**config.mk**
```make
export PLATFORM = sky130hd
export DESIGN_NAME = msi_wb_bfm_slave_core_flat
export DESIGN_NICKNAME = d
export VERILOG_FILES = /design/src/rtl/msi_wb_bfm_slave_core_if.sv /design/src/rtl/msi_wb_bfm_slave_core.sv /design/src/flat_wrapper.sv
export SDC_FILE = /design/constraint.sdc
export NUM_CORES = 1
export LEC_CHECK = 0
export CAP_MARGIN = 20
export CORE_MARGIN = 2
export CORE_UTILIZATION = 42
export DETAILED_ROUTE_END_ITERATION = 10
export MAX_ROUTING_LAYER = met4
export PLACE_DENSITY_LB_ADDON = 0.05
export SLEW_MARGIN = 15
export SYNTH_ARGS = -nofsm -noshare
export SYNTH_HDL_FRONTEND = slang
export SYNTH_SLANG_ARGS = --single-unit
```
**constraint.sdc**
```tcl
create_clock -name i_clk -period 2.5 [get_ports i_clk]
set_clock_uncertainty 0.05 [all_clocks]
set_input_delay 0.375 -clock i_clk [delete_from_list [all_inputs] [get_ports i_clk]]
set_output_delay 0.375 -clock i_clk [all_outputs]
set_load 0.02 [all_outputs]
```
**src/rtl/msi_wb_bfm_slave_core_if.sv**
```systemverilog
// Bus bundle for msi_wb_bfm_slave_core: Wishbone B3 slave port plus the
// per-beat request/response channel towards the local backend.
interface msi_wb_bfm_slave_core_if #(
  parameter int AW = 32,
  parameter int DW = 32
);
  // Wishbone side
  logic [AW-1:0]   wb_adr_i;
  logic [DW-1:0]   wb_dat_i;
  logic [DW/8-1:0] wb_sel_i;
  logic            wb_we_i;
  logic [1:0]      wb_bte_i;
  logic [2:0]      wb_cti_i;
  logic            wb_cyc_i;
  logic            wb_stb_i;
  logic [DW-1:0]   wb_dat_o;
  logic            wb_ack_o;
  logic            wb_err_o;
  logic            wb_rty_o;

  // Backend handshake: req_valid stays high with stable req_* fields until
  // the backend raises rsp_valid for one cycle; rsp_dat/rsp_err/rsp_rty are
  // only meaningful in that cycle. There is no separate ready signal.
  logic            req_valid;
  logic            req_we;
  logic [AW-1:0]   req_adr;
  logic [DW-1:0]   req_dat;
  logic [DW/8-1:0] req_mask;
  logic            req_burst;
  logic            rsp_valid;
  logic [DW-1:0]   rsp_dat;
  logic            rsp_err;
  logic            rsp_rty;

  modport slave (
    input  wb_adr_i, wb_dat_i, wb_sel_i, wb_we_i, wb_bte_i, wb_cti_i,
    input  wb_cyc_i, wb_stb_i,
    output wb_dat_o, wb_ack_o, wb_err_o, wb_rty_o,
    output req_valid, req_we, req_adr, req_dat, req_mask, req_burst,
    input  rsp_valid, rsp_dat, rsp_err, rsp_rty
  );

  modport master (
    output wb_adr_i, wb_dat_i, wb_sel_i, wb_we_i, wb_bte_i, wb_cti_i,
    output wb_cyc_i, wb_stb_i,
    input  wb_dat_o, wb_ack_o, wb_err_o, wb_rty_o,
    input  req_valid, req_we, req_adr, req_dat, req_mask, req_burst,
    output rsp_valid, rsp_dat, rsp_err, rsp_rty
  );
endinterface

```
**src/rtl/msi_wb_bfm_slave_core.sv**
```systemverilog
// Wishbone B3 slave front-end: turns classic/burst cycles into per-beat backend
// requests. Define MSI_WB_BFM_SLAVE_RTY_EN to honour rsp_rty (else wb_rty_o=0).
module msi_wb_bfm_slave_core #(
  parameter int AW = 32,
  parameter int DW = 32
) (
  input  logic                   i_clk,
  input  logic                   i_rst_n,
  msi_wb_bfm_slave_core_if.slave bus,
  output logic [1:0]             o_state
);
  localparam int SW      = DW / 8;
  localparam int ADR_LSB = $clog2(SW);

  typedef enum logic [1:0] {IDLE = 2'd0, REQ = 2'd1, ACK = 2'd2} state_t;

  state_t        r_state, w_state_nx;
  logic [AW-1:0] r_adr;
  logic [DW-1:0] r_dat;
  logic [DW-1:0] r_dat_o;
  logic [SW-1:0] r_sel;
  logic          r_we, r_burst, r_req_valid;
  logic          r_ack, r_err, r_rty;
  logic          w_go, w_cont, w_rty;
  logic [AW-1:0] w_inc, w_wrap_mask, w_adr_nx;

  assign w_go   = bus.wb_cyc_i & bus.wb_stb_i;
  assign w_cont = r_ack & r_burst & (bus.wb_cti_i != 3'b111) & w_go;

`ifdef MSI_WB_BFM_SLAVE_RTY_EN
  assign w_rty = bus.rsp_rty;
`else
  assign w_rty = 1'b0;
`endif

  // Wrap-N keeps every bit outside the wrap field; linear uses an all-ones
  // mask so the plain increment passes straight through.
  always_comb begin
    w_inc = r_adr + AW'(SW);
    case (bus.wb_bte_i)
      2'b01:   w_wrap_mask = AW'(3)  << ADR_LSB;
      2'b10:   w_wrap_mask = AW'(7)  << ADR_LSB;
      2'b11:   w_wrap_mask = AW'(15) << ADR_LSB;
      default: w_wrap_mask = '1;
    endcase
    if (bus.wb_cti_i == 3'b001) w_adr_nx = r_adr;
    else                        w_adr_nx = (r_adr & ~w_wrap_mask) | (w_inc & w_wrap_mask);
  end

  always_comb begin
    w_state_nx = r_state;
    case (r_state)
      IDLE:    if (w_go) w_state_nx = REQ;
      REQ: begin
        if (!bus.wb_cyc_i)       w_state_nx = IDLE;
        else if (bus.rsp_valid)  w_state_nx = ACK;
      end
      ACK:     w_state_nx = w_cont ? REQ : IDLE;
      default: w_state_nx = IDLE;
    endcase
  end

  always_ff @(posedge i_clk) begin
    if (!i_rst_n) r_state <= IDLE;
    else          r_state <= w_state_nx;
  end

  always_ff @(posedge i_clk) begin
    if (!i_rst_n) begin
      r_adr       <= '0;
      r_dat       <= '0;
      r_sel       <= '0;
      r_we        <= 1'b0;
      r_burst     <= 1'b0;
      r_req_valid <= 1'b0;
      r_dat_o     <= '0;
      r_ack       <= 1'b0;
      r_err       <= 1'b0;
      r_rty       <= 1'b0;
    end else begin
      r_ack <= 1'b0;
      r_err <= 1'b0;
      r_rty <= 1'b0;
      case (r_state)
        IDLE: if (w_go) begin
          r_adr       <= bus.wb_adr_i;
          r_dat       <= bus.wb_dat_i;
          r_sel       <= bus.wb_sel_i;
          r_we        <= bus.wb_we_i;
          r_burst     <= (bus.wb_cti_i == 3'b001) || (bus.wb_cti_i == 3'b010);
          r_req_valid <= 1'b1;
        end
        REQ: begin
          if (!bus.wb_cyc_i) begin
            r_req_valid <= 1'b0;
          end else if (bus.rsp_valid) begin
            r_req_valid <= 1'b0;
            r_err       <= bus.rsp_err;
            r_rty       <= !bus.rsp_err & w_rty;
            r_ack       <= !bus.rsp_err & !w_rty;
            if (!r_we) r_dat_o <= bus.rsp_dat;
          end
        end
        ACK: if (w_cont) begin
          r_adr       <= w_adr_nx;
          r_dat       <= bus.wb_dat_i;
          r_sel       <= bus.wb_sel_i;
          r_req_valid <= 1'b1;
        end
        default: r_req_valid <= 1'b0;
      endcase
    end
  end

  assign bus.wb_dat_o  = r_dat_o;
  assign bus.wb_ack_o  = r_ack;
  assign bus.wb_err_o  = r_err;
`ifdef MSI_WB_BFM_SLAVE_RTY_EN
  assign bus.wb_rty_o  = r_rty;
`else
  assign bus.wb_rty_o  = 1'b0;
`endif
  assign bus.req_valid = r_req_valid;
  assign bus.req_we    = r_we;
  assign bus.req_adr   = r_adr;
  assign bus.req_dat   = r_dat;
  assign bus.req_mask  = r_sel;
  assign bus.req_burst = r_burst;
  assign o_state       = r_state;
endmodule

```
**src/flat_wrapper.sv**
```systemverilog
// flat-port wrapper written by rule: the top's interface ports become plain ports
module msi_wb_bfm_slave_core_flat 
#(
  parameter int AW = 32,
  parameter int DW = 32
)
  (i_clk, i_rst_n, o_state, bus_wb_adr_i, bus_wb_dat_i, bus_wb_sel_i, bus_wb_we_i, bus_wb_bte_i, bus_wb_cti_i, bus_wb_cyc_i, bus_wb_stb_i, bus_wb_dat_o, bus_wb_ack_o, bus_wb_err_o, bus_wb_rty_o, bus_req_valid, bus_req_we, bus_req_adr, bus_req_dat, bus_req_mask, bus_req_burst, bus_rsp_valid, bus_rsp_dat, bus_rsp_err, bus_rsp_rty);
  msi_wb_bfm_slave_core_if #(.AW(AW), .DW(DW)) bus_i ();
  input  logic i_clk;
  input  logic i_rst_n;
  output logic [1:0] o_state;
  input wire logic [$bits(bus_i.wb_adr_i)-1:0] bus_wb_adr_i;
  input wire logic [$bits(bus_i.wb_dat_i)-1:0] bus_wb_dat_i;
  input wire logic [$bits(bus_i.wb_sel_i)-1:0] bus_wb_sel_i;
  input wire logic [$bits(bus_i.wb_we_i)-1:0] bus_wb_we_i;
  input wire logic [$bits(bus_i.wb_bte_i)-1:0] bus_wb_bte_i;
  input wire logic [$bits(bus_i.wb_cti_i)-1:0] bus_wb_cti_i;
  input wire logic [$bits(bus_i.wb_cyc_i)-1:0] bus_wb_cyc_i;
  input wire logic [$bits(bus_i.wb_stb_i)-1:0] bus_wb_stb_i;
  output wire logic [$bits(bus_i.wb_dat_o)-1:0] bus_wb_dat_o;
  output wire logic [$bits(bus_i.wb_ack_o)-1:0] bus_wb_ack_o;
  output wire logic [$bits(bus_i.wb_err_o)-1:0] bus_wb_err_o;
  output wire logic [$bits(bus_i.wb_rty_o)-1:0] bus_wb_rty_o;
  output wire logic [$bits(bus_i.req_valid)-1:0] bus_req_valid;
  output wire logic [$bits(bus_i.req_we)-1:0] bus_req_we;
  output wire logic [$bits(bus_i.req_adr)-1:0] bus_req_adr;
  output wire logic [$bits(bus_i.req_dat)-1:0] bus_req_dat;
  output wire logic [$bits(bus_i.req_mask)-1:0] bus_req_mask;
  output wire logic [$bits(bus_i.req_burst)-1:0] bus_req_burst;
  input wire logic [$bits(bus_i.rsp_valid)-1:0] bus_rsp_valid;
  input wire logic [$bits(bus_i.rsp_dat)-1:0] bus_rsp_dat;
  input wire logic [$bits(bus_i.rsp_err)-1:0] bus_rsp_err;
  input wire logic [$bits(bus_i.rsp_rty)-1:0] bus_rsp_rty;
  assign bus_i.wb_adr_i = bus_wb_adr_i;
  assign bus_i.wb_dat_i = bus_wb_dat_i;
  assign bus_i.wb_sel_i = bus_wb_sel_i;
  assign bus_i.wb_we_i = bus_wb_we_i;
  assign bus_i.wb_bte_i = bus_wb_bte_i;
  assign bus_i.wb_cti_i = bus_wb_cti_i;
  assign bus_i.wb_cyc_i = bus_wb_cyc_i;
  assign bus_i.wb_stb_i = bus_wb_stb_i;
  assign bus_wb_dat_o = bus_i.wb_dat_o;
  assign bus_wb_ack_o = bus_i.wb_ack_o;
  assign bus_wb_err_o = bus_i.wb_err_o;
  assign bus_wb_rty_o = bus_i.wb_rty_o;
  assign bus_req_valid = bus_i.req_valid;
  assign bus_req_we = bus_i.req_we;
  assign bus_req_adr = bus_i.req_adr;
  assign bus_req_dat = bus_i.req_dat;
  assign bus_req_mask = bus_i.req_mask;
  assign bus_req_burst = bus_i.req_burst;
  assign bus_i.rsp_valid = bus_rsp_valid;
  assign bus_i.rsp_dat = bus_rsp_dat;
  assign bus_i.rsp_err = bus_rsp_err;
  assign bus_i.rsp_rty = bus_rsp_rty;
  msi_wb_bfm_slave_core #(.AW(AW), .DW(DW)) u_core (.i_clk(i_clk), .i_rst_n(i_rst_n), .bus(bus_i), .o_state(o_state));
endmodule
```
Yosys cells after proc, flatten, opt, wreduce, memory -nomap -nowiden

Index checks and enable logic that the tools add are counted.

Input bits: 113
Logic and storage cells: 64
Output and inout bits: 108
Register bits after elaboration: 107

Reductions and logical operators: 11
$add $sub $neg: 1
Bitwise gates (word level): 9
Multiplexer cells: 21
Eq/ne operators: 12

Operator list:

| cell                                                  | number |
|---|---|
| 2-to-1 mux 32 bit                                     | 5 |
| case mux 32 bit (2 select lines)                      | 2 |
| case mux 32 bit (3 select lines)                      | 1 |
| bitwise AND 32 bit                                    | 2 |
| adder 32 x 3 -> 32 bit, second input constant         | 1 |
| NOT 32 bit                                            | 1 |
| bitwise OR 32 bit                                     | 1 |
| AND reduction 4 bit                                   | 3 |
| 2-to-1 mux 4 bit                                      | 2 |
| case mux 4 bit (2 select lines)                       | 1 |
| == test 2 bit, second input constant                  | 3 |
| 2-to-1 mux 2 bit                                      | 3 |
| inequality test 3 bit, second input constant          | 2 |
| case mux 2 bit (3 select lines)                       | 1 |
| AND reduction 3 bit                                   | 2 |
| 2-to-1 mux 1 bit                                      | 5 |
| bitwise AND 1 bit                                     | 4 |
| == test 2 x 1 -> 1 bit, second input constant         | 2 |
| inequality test 2 x 1 -> 1 bit, second input constant | 2 |
| AND reduction 2 bit                                   | 2 |
| == test 3 x 1 -> 1 bit, second input constant         | 1 |
| == test 3 x 2 -> 1 bit, second input constant         | 1 |
| case mux 1 bit (3 select lines)                       | 1 |
| logical NOT 2 bit                                     | 1 |
| 5 further kinds                                       | 5 |

Depth between registers and ports, before layout

Word-level depth: 8
Mapped depth: 8
Mapped depth without buffers: 7

Least setup slack after synthesis

No wires, ideal clock.

Path type: register -> register
Start point: register u_core.r_adr[2] (netlist: u_core.bus.req_adr[2])
End point: register (tool-made name)
Arrival time: 2.117 ns
Data required time: 2.376 ns
Buffers on the path: 0
Cell stages (with the launch flop): 7
Path slack: 0.259 ns
Clock period less this slack: 2.241 ns
Setup time: 0.074 ns
Cell sequence: dfxtp_1 > ha_1 > nand3_1 > or4_4 > nor4_2 > mux2_2 > a31oi_1

RTL lines:

| item                     | line                         | source |
|---|---|---|
| start: declaration       | msi_wb_bfm_slave_core.sv:18  | `logic [AW-1:0] r_adr;` |
| start signal: assignment | msi_wb_bfm_slave_core.sv:86  | `r_adr <= bus.wb_adr_i;` |
| start signal: assignment | msi_wb_bfm_slave_core.sv:105 | `r_adr <= w_adr_nx;` |

==> results_dict.tcl <==
set metrics [dict create \
    drive_above_1_share_pct 6.62 \
    worstSetupEndpointType "flop" \
    yosys_warnings 0 \
    overflow 0 \
    gp_congestion 0.914 \
    switching_share_pct 25.6 \
    synth_area_per_cell_um2 7.58 \
    fin_cells 1004 \
    grt_first_pass_wirelength_um 25200 \
    tightestPinTransition_ps 730 \
    synth-seq-area-share_pct 43.8 \
    die_x_um 112 \
    die_height_um 112 \
    synth_edf_count 0 \
    wl_per_cell_um 15.9 \
    grt_use_met1_pct 31.5 \
    p_per_area_mw_per_mm2 519 \
    drcViolationCount 0 \
    antenna_found_initial 0 \
    grt_use_met3_pct 6.70 \
    ys_types 58 \
    via_per_inst 5.44 \
    drtIter0Drc 397 \
    io_pins 221 \
    slew_violations 0 \
    syn-cell-area_mm2 0.00489 \
    nNetsFinal 974 \
    clk_pin_slew_worst_paths_ps 70 \
    period_needed_ps 2180 \
    hold_viol 0 \
    num_vias 5463 \
    p_leak_nw 2.69 \
    final_antenna_net_count 0 \
    synth_nets 761 \
    synth-async-reset-ratio_pct 0 \
    cts_tree "yes" \
    antenna_cells 0 \
    rows 39 \
    dp.cells 990 \
    status "finished, final reports clean" \
    cts_sinks 107 \
    setup_viol 0 \
    yosys_register_bits 107 \
    cts.hold.buffers_added 0 \
    syn_inst 645 \
    drt_pre_antenna_iters 5 \
    max_freq_mhz 460 \
    arrival_ps 2410 \
    ff2ff_setup_slack_ps 320 \
    routed_wl_um 16000 \
    combinationalPowerShare_pct 17.3 \
    dp_hpwl_um 11500 \
    rsz0062_at_grt "false" \
    slew_headroom_pct 51.1 \
    crit_fanout 7 \
    clockRootBuffer "clkbuf_16" \
    cts_max_level 3 \
    grt.total_usage_pct 25.5 \
    grt_max_degree 49 \
    crit_type "reg2reg" \
    finalCritPeriodShare_pct 87.0 \
    coreArea_mm2 0.0114 \
    hp-class "reg2reg" \
    grt_pass1_vias 5175 \
    use_met2_pct 40.0 \
    cts_max_path_buffers 2 \
    netSwitchingPower_mw 1.01 \
    post-cts-setup-buffers 0 \
    crit_required_ps 2730 \
    clockPowerShare_pct 36.0 \
    drv_cap 0 \
    pwr-share-seq_pct 46.7 \
    die_area_mm2 0.0125 \
    clkLatencyLatePin_ps 350 \
    area_delta_synth_final_pct 55.4 \
    cts_resized 0 \
    cp-start-kind "flop" \
    p_int_mw 2.93 \
    initial_utilization_pct 43.0 \
    io_buffers 218 \
    top_usage_layer "met2" \
    synthFlopType "dfxtp_1" \
    cts_buffers 9 \
    fin_setup_tns_ps 0 \
    ir_drop_mv 0.335 \
]
-- power groups by stage --
stage                     Sequential, mW  Clock (mW)  Combinational (mW)
after detailed placement            1.88           0               0.682
final                               1.84        1.42               0.682
after global routing                1.85        1.54               0.732
after floorplan                     1.95           0               0.204
after global placement              1.87           0               0.669
after CTS                           1.84        1.46               0.685
-- Yosys cell counts (all sizes together), types with 9 or more instances --
master,instances,area share (%)
nand3,21,2.2
a21oi,94,9.7
clkbuf,31,2.6
and3,11,1.4
nand2,182,14
nor4,9,1.4
buf,10,1.5
nor2,34,2.6
inv,10,0.77
a31oi,15,1.9
o21ai,27,2.8
nor3,10,1.1
nand4,14,2.1
dfxtp,107,44
-- cell usage in the layout, fill, tap and decap left out, drive strengths merged, types with 2 or more instances in the layout --
cell	n
inv	10
and3	11
o21ai	27
a32o	2
clkbuf	10
a21oi	94
nor2	34
buf	25
o211ai	3
xnor2	2
o22ai	4
dfxtp	107
a22o	3
clkinvlp	3
a32oi	2
a221oi	2
a31oi	15
nor4	9
nand4	14
xor2	2
o31ai	5
a21o	4
nand3b	2
mux2	3
nand2b	2
ha	3
nor2b	3
a211oi	2
nand3	21
a22oi	4
clkdlybuf4s50	218
o31a	3
nor3	10
nand2	182
and4	5
o21a	2
-- logic make-up (layout without fill, tap and decap cells) --
kind of cell             count (synthesis)  count (layout)  share of synthesized area (%)
AND/OR/NAND/NOR                        297             297                           27.5
buffers and inverters                   51             267                           4.89
XOR/XNOR                                 4               4                          0.717
multiplexers                             4               4                          0.896
flip-flops                             107             107                           43.8
AO/OA/AOI/OAI                          178             178                           21.3
other                                    1               1                         0.0768
adder cells (fa/ha/maj)                  3               3                          0.768
-- layout make-up --
class | count | area (um2)
Clock buffer | 10 | 239
Timing Repair Buffer | 243 | 2430
Multi-Input combinational cell | 487 | 2510
Tap cell | 143 | 179
Sequential cell | 107 | 2140
Fill cell | 992 | 3780
Clock inverter | 4 | 52.6
Inverter | 10 | 37.5
-- final timing paths --
path	endpoint	start	cells after the start
max	flop	flop	6
min	u_core.bus.req_dat[17]	u_core.bus.req_dat[17]	2
max reg2reg	flop	flop	6
min reg2reg	u_core.bus.req_dat[17]	u_core.bus.req_dat[17]	2
-- critical path, stage by stage, from the launching register on --
cell and delay, ps:
dfxtp_1 450, nand4_1 180, buf_4 180, nor4_1 620, nand3_1 200, mux2_2 320
a31oi_1 110
-- per-stage QoR --
step | setup slack, ps | area, um2 | hold WS (ps) | power (mW) | util [%]
after floorplan | 259 | 4890 | 397 | 2.16 | -
after detailed placement | 155 | 7300 | 394 | 2.56 | 64.2
after global placement | 194 | 7300 | 388 | 2.54 | 64.2
final | 324 | 7590 | 400 | 3.94 | 66.8
after CTS | 366 | 7590 | 403 | 3.98 | 66.8
after global routing | 57.3 | 7590 | 419 | 4.12 | 66.8
-- metal layers --
layer	share of wire, %	up-vias	wire, um
met3	8.6	25	1370
met1	42	2515	6720
met5	0	-	0
met4	2.2	0	358
li1	-	2674	-
met2	47	249	7550
No activity file was read; power rests on OpenSTA's default activity.
